`src/rtl/ped_pkg.sv`:
```
// Shared types and reset constants for the pedestrian request unit.
package ped_pkg;

    typedef enum logic [2:0] {
        IDLE    = 3'd0,
        PENDING = 3'd1,
        ACKED   = 3'd2,
        WALK    = 3'd3,
        FLASH   = 3'd4
    } ped_state_t;

    localparam logic WALK_RST      = 1'b0;
    localparam logic DONT_WALK_RST = 1'b1;
    localparam int   NUM_CH        = 2;

endpackage

```
`src/rtl/ped_debounce.sv`:
```
// Push-button front end: 2-flop synchronizer, debounce counter and a
// one-clock press pulse on each rising edge of the debounced level.
module ped_debounce #(
    parameter int DEBOUNCE_CYCLES = 4
) (
    input  logic clk,
    input  logic reset,
    input  logic btn_i,
    output logic press_o
);

    localparam int CNT_W = $clog2(DEBOUNCE_CYCLES) + 1;

    logic [1:0]       sync_q;
    logic [CNT_W-1:0] cnt_q, cnt_d;
    logic             deb_q, deb_d;
    logic             press_q, press_d;

    always_comb begin
        cnt_d   = '0;
        deb_d   = deb_q;
        press_d = 1'b0;
        if (sync_q[1] != deb_q) begin
            if (cnt_q == CNT_W'(DEBOUNCE_CYCLES - 1)) begin
                deb_d   = ~deb_q;
                press_d = ~deb_q;
            end else begin
                cnt_d = cnt_q + CNT_W'(1);
            end
        end
    end

    always_ff @(posedge clk) begin
        if (reset) begin
            sync_q  <= '0;
            cnt_q   <= '0;
            deb_q   <= 1'b0;
            press_q <= 1'b0;
        end else begin
            sync_q  <= {sync_q[0], btn_i};
            cnt_q   <= cnt_d;
            deb_q   <= deb_d;
            press_q <= press_d;
        end
    end

    assign press_o = press_q;

endmodule

```
`src/rtl/ped_request_unit.sv`:
```
// Pedestrian request unit: debounced A/B buttons, per-crossing request FSMs
// and WALK/DON'T-WALK drive. Optional flashing tail enabled by PED_FLASH_EN.
//
//   state   | meaning
//   IDLE    | no request outstanding, DON'T-WALK steady
//   PENDING | request latched, Sx asserted to the controller
//   ACKED   | controller entered yellow, waiting for the crossed road to go red
//   WALK    | steady WALK, walk counter running
//   FLASH   | walk tail, DON'T-WALK flashing (PED_FLASH_EN only)
module ped_request_unit
    import ped_pkg::*;
#(
    parameter int DEBOUNCE_CYCLES = 4,
    parameter int WALK_CYCLES     = 16,
    parameter int FLASH_CYCLES    = 8,
    parameter int FLASH_HALF      = 2
) (
    input  logic clk,
    input  logic reset,
    input  logic btn_a,
    input  logic btn_b,
    input  logic Ra,
    input  logic Ya,
    input  logic Ga,
    input  logic Rb,
    input  logic Yb,
    input  logic Gb,
    output logic Sa,
    output logic Sb,
    output logic walk_a,
    output logic walk_b,
    output logic dont_walk_a,
    output logic dont_walk_b
);

    localparam int WCNT_W = $clog2(WALK_CYCLES) + 1;

    if (DEBOUNCE_CYCLES < 1 || WALK_CYCLES <= FLASH_CYCLES || FLASH_HALF < 1) begin : g_param_check
        $error("ped_request_unit: illegal parameter combination");
    end

    logic [NUM_CH-1:0] press, ack, red;
    logic              unused_green;

    ped_state_t                    state_q [NUM_CH];
    ped_state_t                    state_d [NUM_CH];
    logic [NUM_CH-1:0][WCNT_W-1:0] cnt_q, cnt_d;
    logic [NUM_CH-1:0]             s_q, walk_q, dw_q;

`ifdef PED_FLASH_EN
    localparam int HCNT_W = $clog2(FLASH_HALF) + 1;
    logic [NUM_CH-1:0][HCNT_W-1:0] fh_q, fh_d;
    logic [NUM_CH-1:0]             ph_q, ph_d;
`endif

    ped_debounce #(.DEBOUNCE_CYCLES(DEBOUNCE_CYCLES)) u_deb_a (
        .clk    (clk),
        .reset  (reset),
        .btn_i  (btn_a),
        .press_o(press[0])
    );

    ped_debounce #(.DEBOUNCE_CYCLES(DEBOUNCE_CYCLES)) u_deb_b (
        .clk    (clk),
        .reset  (reset),
        .btn_i  (btn_b),
        .press_o(press[1])
    );

    // Yellow on the crossed road is the acknowledge; red without yellow is safe to cross.
    assign ack          = {Yb, Ya};
    assign red          = {Rb & ~Yb, Ra & ~Ya};
    assign unused_green = Ga ^ Gb;

    always_comb begin
        state_d = state_q;
        cnt_d   = cnt_q;
`ifdef PED_FLASH_EN
        fh_d    = fh_q;
        ph_d    = ph_q;
`endif
        for (int ch = 0; ch < NUM_CH; ch++) begin
            case (state_q[ch])
                IDLE: begin
                    if (press[ch]) state_d[ch] = PENDING;
                end
                PENDING: begin
                    if (ack[ch]) state_d[ch] = ACKED;
                end
                ACKED: begin
                    if (red[ch]) begin
                        state_d[ch] = WALK;
                        cnt_d[ch]   = WCNT_W'(WALK_CYCLES - 1);
                    end
                end
                WALK: begin
                    if (!red[ch]) begin
                        state_d[ch] = IDLE;
                        cnt_d[ch]   = '0;
                    end else begin
`ifdef PED_FLASH_EN
                        if (cnt_q[ch] == WCNT_W'(FLASH_CYCLES)) begin
                            state_d[ch] = FLASH;
                            fh_d[ch]    = HCNT_W'(FLASH_HALF - 1);
                            ph_d[ch]    = 1'b0;
                        end
                        if (cnt_q[ch] != '0) cnt_d[ch] = cnt_q[ch] - WCNT_W'(1);
`else
                        if (cnt_q[ch] == '0) state_d[ch] = IDLE;
                        else                 cnt_d[ch]   = cnt_q[ch] - WCNT_W'(1);
`endif
                    end
                end
`ifdef PED_FLASH_EN
                FLASH: begin
                    if (!red[ch] || cnt_q[ch] == '0) begin
                        state_d[ch] = IDLE;
                        cnt_d[ch]   = '0;
                    end else begin
                        cnt_d[ch] = cnt_q[ch] - WCNT_W'(1);
                        if (fh_q[ch] == '0) begin
                            fh_d[ch] = HCNT_W'(FLASH_HALF - 1);
                            ph_d[ch] = ~ph_q[ch];
                        end else begin
                            fh_d[ch] = fh_q[ch] - HCNT_W'(1);
                        end
                    end
                end
`endif
                default: begin
                    state_d[ch] = IDLE;
                    cnt_d[ch]   = '0;
                end
            endcase
        end
    end

    // Outputs are decoded from the registered state, one clock behind it.
    always_ff @(posedge clk) begin
        if (reset) begin
            for (int ch = 0; ch < NUM_CH; ch++) state_q[ch] <= IDLE;
            cnt_q  <= '0;
            s_q    <= '0;
            walk_q <= {NUM_CH{WALK_RST}};
            dw_q   <= {NUM_CH{DONT_WALK_RST}};
`ifdef PED_FLASH_EN
            fh_q   <= '0;
            ph_q   <= '0;
`endif
        end else begin
            for (int ch = 0; ch < NUM_CH; ch++) begin
                state_q[ch] <= state_d[ch];
                s_q[ch]     <= (state_q[ch] == PENDING);
                walk_q[ch]  <= (state_q[ch] == WALK);
`ifdef PED_FLASH_EN
                dw_q[ch]    <= (state_q[ch] == FLASH) ? ph_q[ch] : (state_q[ch] != WALK);
`else
                dw_q[ch]    <= (state_q[ch] != WALK);
`endif
            end
            cnt_q <= cnt_d;
`ifdef PED_FLASH_EN
            fh_q  <= fh_d;
            ph_q  <= ph_d;
`endif
        end
    end

    assign Sa          = s_q[0];
    assign Sb          = s_q[1];
    assign walk_a      = walk_q[0];
    assign walk_b      = walk_q[1];
    assign dont_walk_a = dw_q[0];
    assign dont_walk_b = dw_q[1];

endmodule

```
`config.mk`:
```
export PLATFORM = sky130hd
export DESIGN_NAME = ped_request_unit
export DESIGN_NICKNAME = d
export VERILOG_FILES = /design/src/rtl/ped_pkg.sv /design/src/rtl/ped_debounce.sv /design/src/rtl/ped_request_unit.sv
export SDC_FILE = /design/constraint.sdc
export NUM_CORES = 1
export LEC_CHECK = 0
export BUFFER_PORTS_ARGS = -buffer_cell sky130_fd_sc_hd__buf_2
export CAP_MARGIN = 10
export CORE_MARGIN = 2
export CORE_UTILIZATION = 40
export CTS_CLUSTER_SIZE = 12
export DETAILED_ROUTE_END_ITERATION = 16
export PLACE_DENSITY_LB_ADDON = 0.1
export SETUP_SLACK_MARGIN = 0.15
export SLEW_MARGIN = 10
export SYNTH_ARGS = -nofsm -noshare
export SYNTH_HDL_FRONTEND = slang
export SYNTH_SLANG_ARGS = --single-unit
```
`constraint.sdc`:
```
create_clock -name clk -period 1.73 [get_ports clk]
set_input_delay 0.2595 -clock clk [delete_from_list [all_inputs] [get_ports clk]]
set_output_delay 0.2595 -clock clk [all_outputs]
set_load 0.01 [all_outputs]
```
==> results.py, run 1 <==
metrics = {
    "routing": {
        "drt_wl_total_um": 3270,
        "wl_per_cell_um": 12.2,
        "viasPerCell": 5.01,
        "remaining_drc_errors": 0,
        "vias": 1339,
        "drt_iter0_drc": 107,
        "detail-route-antenna-nets": 0,
        "firstDrtPassIters": 5,
    },
    "timing": {
        "fin_tns_setup_ns": -0.266,
        "finalHoldViolCount": 0,
        "skew_ns": 0.00176,
        "max_freq_mhz": 547,
        "rsz0062_at_grt": "true",
        "fin_ws_ns": -0.0976,
        "fin_crit_ns": 1.83,
        "fin_crit_sh_pct": 106,
        "slew_violations": 0,
        "slew_headroom_pct": 65.9,
        "worstMarginPinSlew_ns": 0.512,
        "setup_viol": 3,
    },
    "synth": {
        "synthCells": 175,
        "ys_types": 28,
        "synth.avg_cell_area_um2": 9.27,
        "synth-seq-cells": 34,
        "syn-cell-area_um2": 1620,
        "yosys_warnings": 0,
        "synth-seq-area-share_pct": 41.9,
        "syn_nets": 201,
    },
    "setup_path": {
        "max_stage_delay_ns": 0.48,
        "crit_slowest_cell": "or4_4",
        "end_kind": "flop",
        "worst_setup_path_start_kind": "flop",
        "critPathTopFamily": "simple AND/OR/NAND/NOR gates",
        "criticalPathCategory": "reg -> reg",
        "arrival_ns": 2.04,
        "path_cells": "inv_2, ha_4, or4b_4, nor2b_4, or4_4, a21oi_2",
        "cp_max_fo": 3,
        "crit_buf_inv": 1,
        "crit_required_ns": 1.94,
    },
    "finish": {
        "diodes": 0,
        "final_net_count": 243,
        "stdcell_count": 267,
        "area_delta_synth_final_pct": 32.6,
        "drive_above_1_share_pct": 37.8,
        "final_util_pct": 54.6,
    },
    "power": {
        "p_leak_nw": 0.917,
        "finalPower_mw": 2.54,
        "power.density_nw_per_um2": 1180,
        "irDropWorstVdd_mv": 0.537,
    },
    "clocking": {
        "path_clk_slew_ns": 0.06,
        "cts_num_sinks": 34,
        "clk_latency_ns": 0.28,
        "tritoncts": "built",
        "h-tree-depth": 2,
        "clockBufferDepth": 2,
        "root_buffer": "clkbuf_8",
        "cts_inserted_buffers": 5,
    },
    "worst_hold_path": {
        "min_path_type": "in -> reg",
    },
    "status": {
        "outcome": "finished with violations",
        "failed_checks": "negative setup slack",
    },
    "placed_design": {
        "dp_hpwl_um": 2290,
        "dpl.cell_count": 255,
        "io_buffers": 13,
        "routabilityCongestion": 0.866,
        "post-place-ws_ns": -0.108,
    },
    "job": {
        "max_cap_violations": 0,
    },
    "die": {
        "fp.dieW_um": 67.7,
        "dieHeight_um": 67.7,
        "die_area_um2": 4580,
        "num_rows": 23,
        "ios": 16,
        "coreArea_um2": 3940,
        "initial_utilization_pct": 41.2,
    },
    "global_routing": {
        "grt_pass1_wl_um": 5350,
        "grt_usage_pct": 16.0,
        "overflow": 0,
        "grt_max_degree": 29,
        "antenna_found_initial": 0,
        "grt_pass1_vias": 1258,
    },
}
## Yosys cell counts
master    instances  area (um^2)
o21ai_0           6         30.0
nor3_1            6         30.0
nor2b_4           2         27.5
mux2i_1           2         20.0
a21oi_1          12         60.1
or4b_4            2         27.5
or3b_2            1         8.76
nand2b_1          6         37.5
clkbuf_1          5         18.8
nor2_1           22         82.6
nor4_1            4         25.0
a211o_1           2         17.5
o211ai_1          4         30.0
nand3b_2          2         22.5
or2_2             2         12.5
nor4bb_1          2         20.0
a221o_1           2         20.0
or3_1             4         25.0
nor2b_1          10         62.6
a211oi_1          2         15.0
or3b_1            1         8.76
o31ai_1           4         30.0
ha_1             16          200
and3b_1           2         17.5
or4_1             2         15.0
inv_1            16         60.1
dfxtp_1          34          681
xnor2_1           2         17.5
## cell type report
type | instances | area, um^2
clock buffers | 6 | 82.6
clock inverters | 1 | 30.0
fillers | 346 | 1790
inverters | 16 | 60.1
multi-input cells | 120 | 947
flip-flops and latches | 34 | 691
well taps | 50 | 62.6
repair buffers | 40 | 279
## where the power goes
part	internal, mW	switching [mW]
registers	0.855	0.0411
logic	0.526	0.392
clock network	0.460	0.268
total	1.84	0.701
## cells in the final DEF, fill, tap and decap left out, drive strengths merged, types with 4 or more instances in the layout
cell / synthesis / routed
nor2: 22 / 22
clkbuf: 5 / 6
inv: 16 / 16
o211ai: 4 / 4
buf: 0 / 40
nor2b: 12 / 12
dfxtp: 34 / 34
nor3: 6 / 6
nor4: 4 / 4
o21ai: 6 / 6
o31ai: 4 / 4
ha: 16 / 16
nand2b: 6 / 6
or3: 4 / 4
a21oi: 12 / 12
## flip-flops by register name, summed over array words and instances, names as in the netlist
| name | cells |
|---|---|
| cnt_q | 10 |
| state_q | 4 |
| u_deb_a.cnt_q | 3 |
| u_deb_b.cnt_q | 3 |
| dw_q | 2 |
| s_q | 2 |
| u_deb_a.sync_q | 2 |
| u_deb_b.sync_q | 2 |
| walk_q | 2 |
| u_deb_a.deb_q | 1 |
| u_deb_a.press_o | 1 |
| u_deb_b.deb_q | 1 |
| u_deb_b.press_o | 1 |
## kinds of logic (layout without fill, tap and decap cells)
kind of cell,after synthesis,count (layout),synth area share (%)
mux,2,2,1.23
buf+inv,21,63,4.86
xor+xnor,2,2,1.08
flops,34,34,41.9
simple gates,68,68,26.1
fa+ha+maj,16,16,12.3
compound gates,32,32,12.5
## stage by stage
step / hold WS [ns] / area (um^2)
after floorplan: 0.388 / 1660
after global placement: 0.406 / 1930
after detailed placement: 0.432 / 1930
after CTS: 0.176 / 2090
after global routing: 0.185 / 2150
final: 0.183 / 2150
## path summary, 6_finish.rpt
kind / from / endpoint / slack (ns) / depth (start not counted)
min: btn_b / u_deb_b.sync_q[0]$_SDFF_PP0_ / 0.18 / 2
min reg2reg: u_deb_b.cnt_q[0]$_SDFF_PP0_ / u_deb_b.cnt_q[0]$_SDFF_PP0_ / 0.43 / 1
max reg2reg: cnt_q[0]$_SDFFE_PP0P_ / state_q[3]$_SDFFE_PP0P_ / -0.1 / 6
max: cnt_q[0]$_SDFFE_PP0P_ / state_q[3]$_SDFFE_PP0P_ / -0.1 / 6
## timing repair
action	4_1_cts	5_1_grt
pin swaps	9	15
setup buffers	2	3
gates cloned	0	0
hold buffers	0	0
gates resized for setup	10	10
endpoints found under the setup margin	12	14
## per-layer routing
| metal | track usage, % | part of all wire, % |
|---|---|---|
| met5 | 0 | 0 |
| met4 | 7.91 | 1.7 |
| met1 | 18.5 | 45 |
| met3 | 5.00 | 3.2 |
| met2 | 26.5 | 50 |
Note: power is estimated with default switching activity, not from simulation.
==> inputs of run 2 (changes only) <==
--- a/config.mk
+++ b/config.mk
@@ -13,6 +13,7 @@
 export DETAILED_ROUTE_END_ITERATION = 16
 export PLACE_DENSITY_LB_ADDON = 0.1
 export SETUP_SLACK_MARGIN = 0.15
+export SKIP_LAST_GASP = 1
 export SLEW_MARGIN = 10
 export SYNTH_ARGS = -nofsm -noshare
 export SYNTH_HDL_FRONTEND = slang
==> run 2 against run 1 <==
Net effect:
- the flow still finishes with violations (negative setup slack)
- utilization decreased by 0.095 points
- maximum frequency is 0.31% lower
- non-clock buffer count unchanged
- combinational power fell by 1%
- critical endpoint unchanged
- routed wire length fell by 0.52%
- flip-flop and latch count unchanged
- final area decreased by 0.17%
==> results.py, run 2 (synthesis results as in run 1) <==
metrics = {
    "routing": {
        "firstDrtPassIters": 4,
        "drt_wl_total_um": 3250,
        "wl_per_cell_um": 12.2,
        "detail-route-antenna-nets": 0,
        "remaining_drc_errors": 0,
        "viasPerCell": 4.97,
        "drt_iter0_drc": 122,
        "vias": 1326,
    },
    "timing": {
        "fin_ws_ns": -0.103,
        "max_freq_mhz": 545,
        "worstMarginPinSlew_ns": 0.509,
        "fin_tns_setup_ns": -0.261,
        "slew_headroom_pct": 66.1,
        "skew_ns": 0.00167,
        "setup_viol": 3,
        "fin_crit_ns": 1.83,
        "slew_violations": 0,
        "finalHoldViolCount": 0,
        "rsz0062_at_grt": "true",
        "fin_crit_sh_pct": 106,
    },
    "setup_path": {
        "criticalPathCategory": "reg -> reg",
        "end_kind": "flop",
        "worst_setup_path_start_kind": "flop",
        "arrival_ns": 2.04,
        "cp_max_fo": 3,
        "timing.critical_path.from": "cnt_q[0]$_SDFFE_PP0P_",
        "crit_required_ns": 1.94,
        "regToRegStartpoint": "cnt_q[0]$_SDFFE_PP0P_",
    },
    "job": {
        "max_cap_violations": 0,
    },
    "finish": {
        "regMostFlops": "cnt_q",
        "largest_register_ff_count": 10,
        "diodes": 0,
        "area_delta_synth_final_pct": 32.4,
        "layout_commonest_cell": "dfxtp_1",
        "final_net_count": 243,
        "drive_above_1_share_pct": 37.8,
        "stdcell_count": 267,
        "final_area_um2": 2150,
        "final_cell_mix": "dfxtp_1 (28), buf_4 (25), nor2_1 (20), ha_1 (13), buf_2 (13)",
        "top_regs": "cnt_q x10, state_q x4",
    },
    "global_routing": {
        "grt_max_degree": 29,
        "antenna_found_initial": 0,
        "grt_pass1_wl_um": 5350,
        "grt_pass1_vias": 1258,
        "grt_usage_pct": 16.0,
        "overflow": 0,
    },
    "status": {
        "outcome": "finished with violations",
        "failed_checks": "negative setup slack",
    },
    "placed_design": {
        "io_buffers": 13,
        "dpl.cell_count": 255,
        "place_area_um2": 1930,
        "post-place-ws_ns": -0.108,
        "dp_hpwl_um": 2290,
        "routabilityCongestion": 0.866,
    },
    "clocking": {
        "cts_num_sinks": 34,
        "path_clk_slew_ns": 0.06,
        "hold_buffers": 0,
        "cts_inserted_buffers": 5,
        "clk_latency_ns": 0.28,
        "clockBufferDepth": 2,
        "root_buffer": "clkbuf_8",
        "h-tree-depth": 2,
        "tritoncts": "built",
    },
    "worst_hold_path": {
        "min_path_type": "in -> reg",
        "min-delay-start": "btn_b",
    },
    "power": {
        "irDropWorstVdd_mv": 0.537,
        "finalPower_mw": 2.53,
        "p_leak_nw": 0.916,
        "power.density_nw_per_um2": 1180,
    },
    "die": {
        "initial_utilization_pct": 41.2,
        "coreArea_um2": 3940,
        "dieHeight_um": 67.7,
        "ios": 16,
        "fp.dieW_um": 67.7,
        "die_area_um2": 4580,
        "num_rows": 23,
    },
}
-- run 2: cell count changes in the layout (fill, tap and decap cells not counted) --
cell	change
buf_4	+1
buf_6	-1
-- run 2: layer usage --
metal  part of all wire [%]  track usage, %
met1                     45            18.5
met3                    3.2            5.00
met2                     50            26.5
met4                    1.8            7.91
met5                      0               0
-- run 2: report_power, final --
group	switching [mW]	internal, mW
clock network	0.269	0.460
logic	0.388	0.518
registers	0.0411	0.855
-- run 2: path summary, 6_finish.rpt --
check                            endpoint  slack (ns)  cells after the start
max               state_q[3]$_SDFFE_PP0P_       -0.10                      6
min          u_deb_b.sync_q[0]$_SDFF_PP0_        0.18                      2
min reg2reg   u_deb_b.cnt_q[0]$_SDFF_PP0_        0.43                      1
max reg2reg       state_q[3]$_SDFFE_PP0P_       -0.10                      6
-- run 2: repair_timing --
action	in CTS	in global routing
setup endpoints to repair	12	14
resized for setup	9	10
hold endpoints to repair	0	0
pin swaps	9	12
setup buffers	2	3
-- run 2: final cells by class --
class                   instances  area, um^2
fillers                       347        1790
multi-input cells             120         947
flip-flops and latches         34         691
repair buffers                 40         275
clock buffers                   6        82.6
well taps                      50        62.6
inverters                      16        60.1
clock inverters                 1        30.0
-- run 2: worst max-delay path: stages, from the launching register on --
cell	delay (ns)
dfxtp_2	0.32
inv_2	0.06
ha_4	0.12
or4b_4	0.46
nor2b_4	0.15
or4_4	0.49
a21oi_2	0.15
-- run 2: stage by stage --
stage | hold WS [ns] | utilization, %
detailed placement | 0.432 | 49.0
CTS | 0.176 | 53.0
floorplan | 0.388 | -
global route | 0.185 | 54.5
finish | 0.184 | 54.5
global placement | 0.406 | 49.0
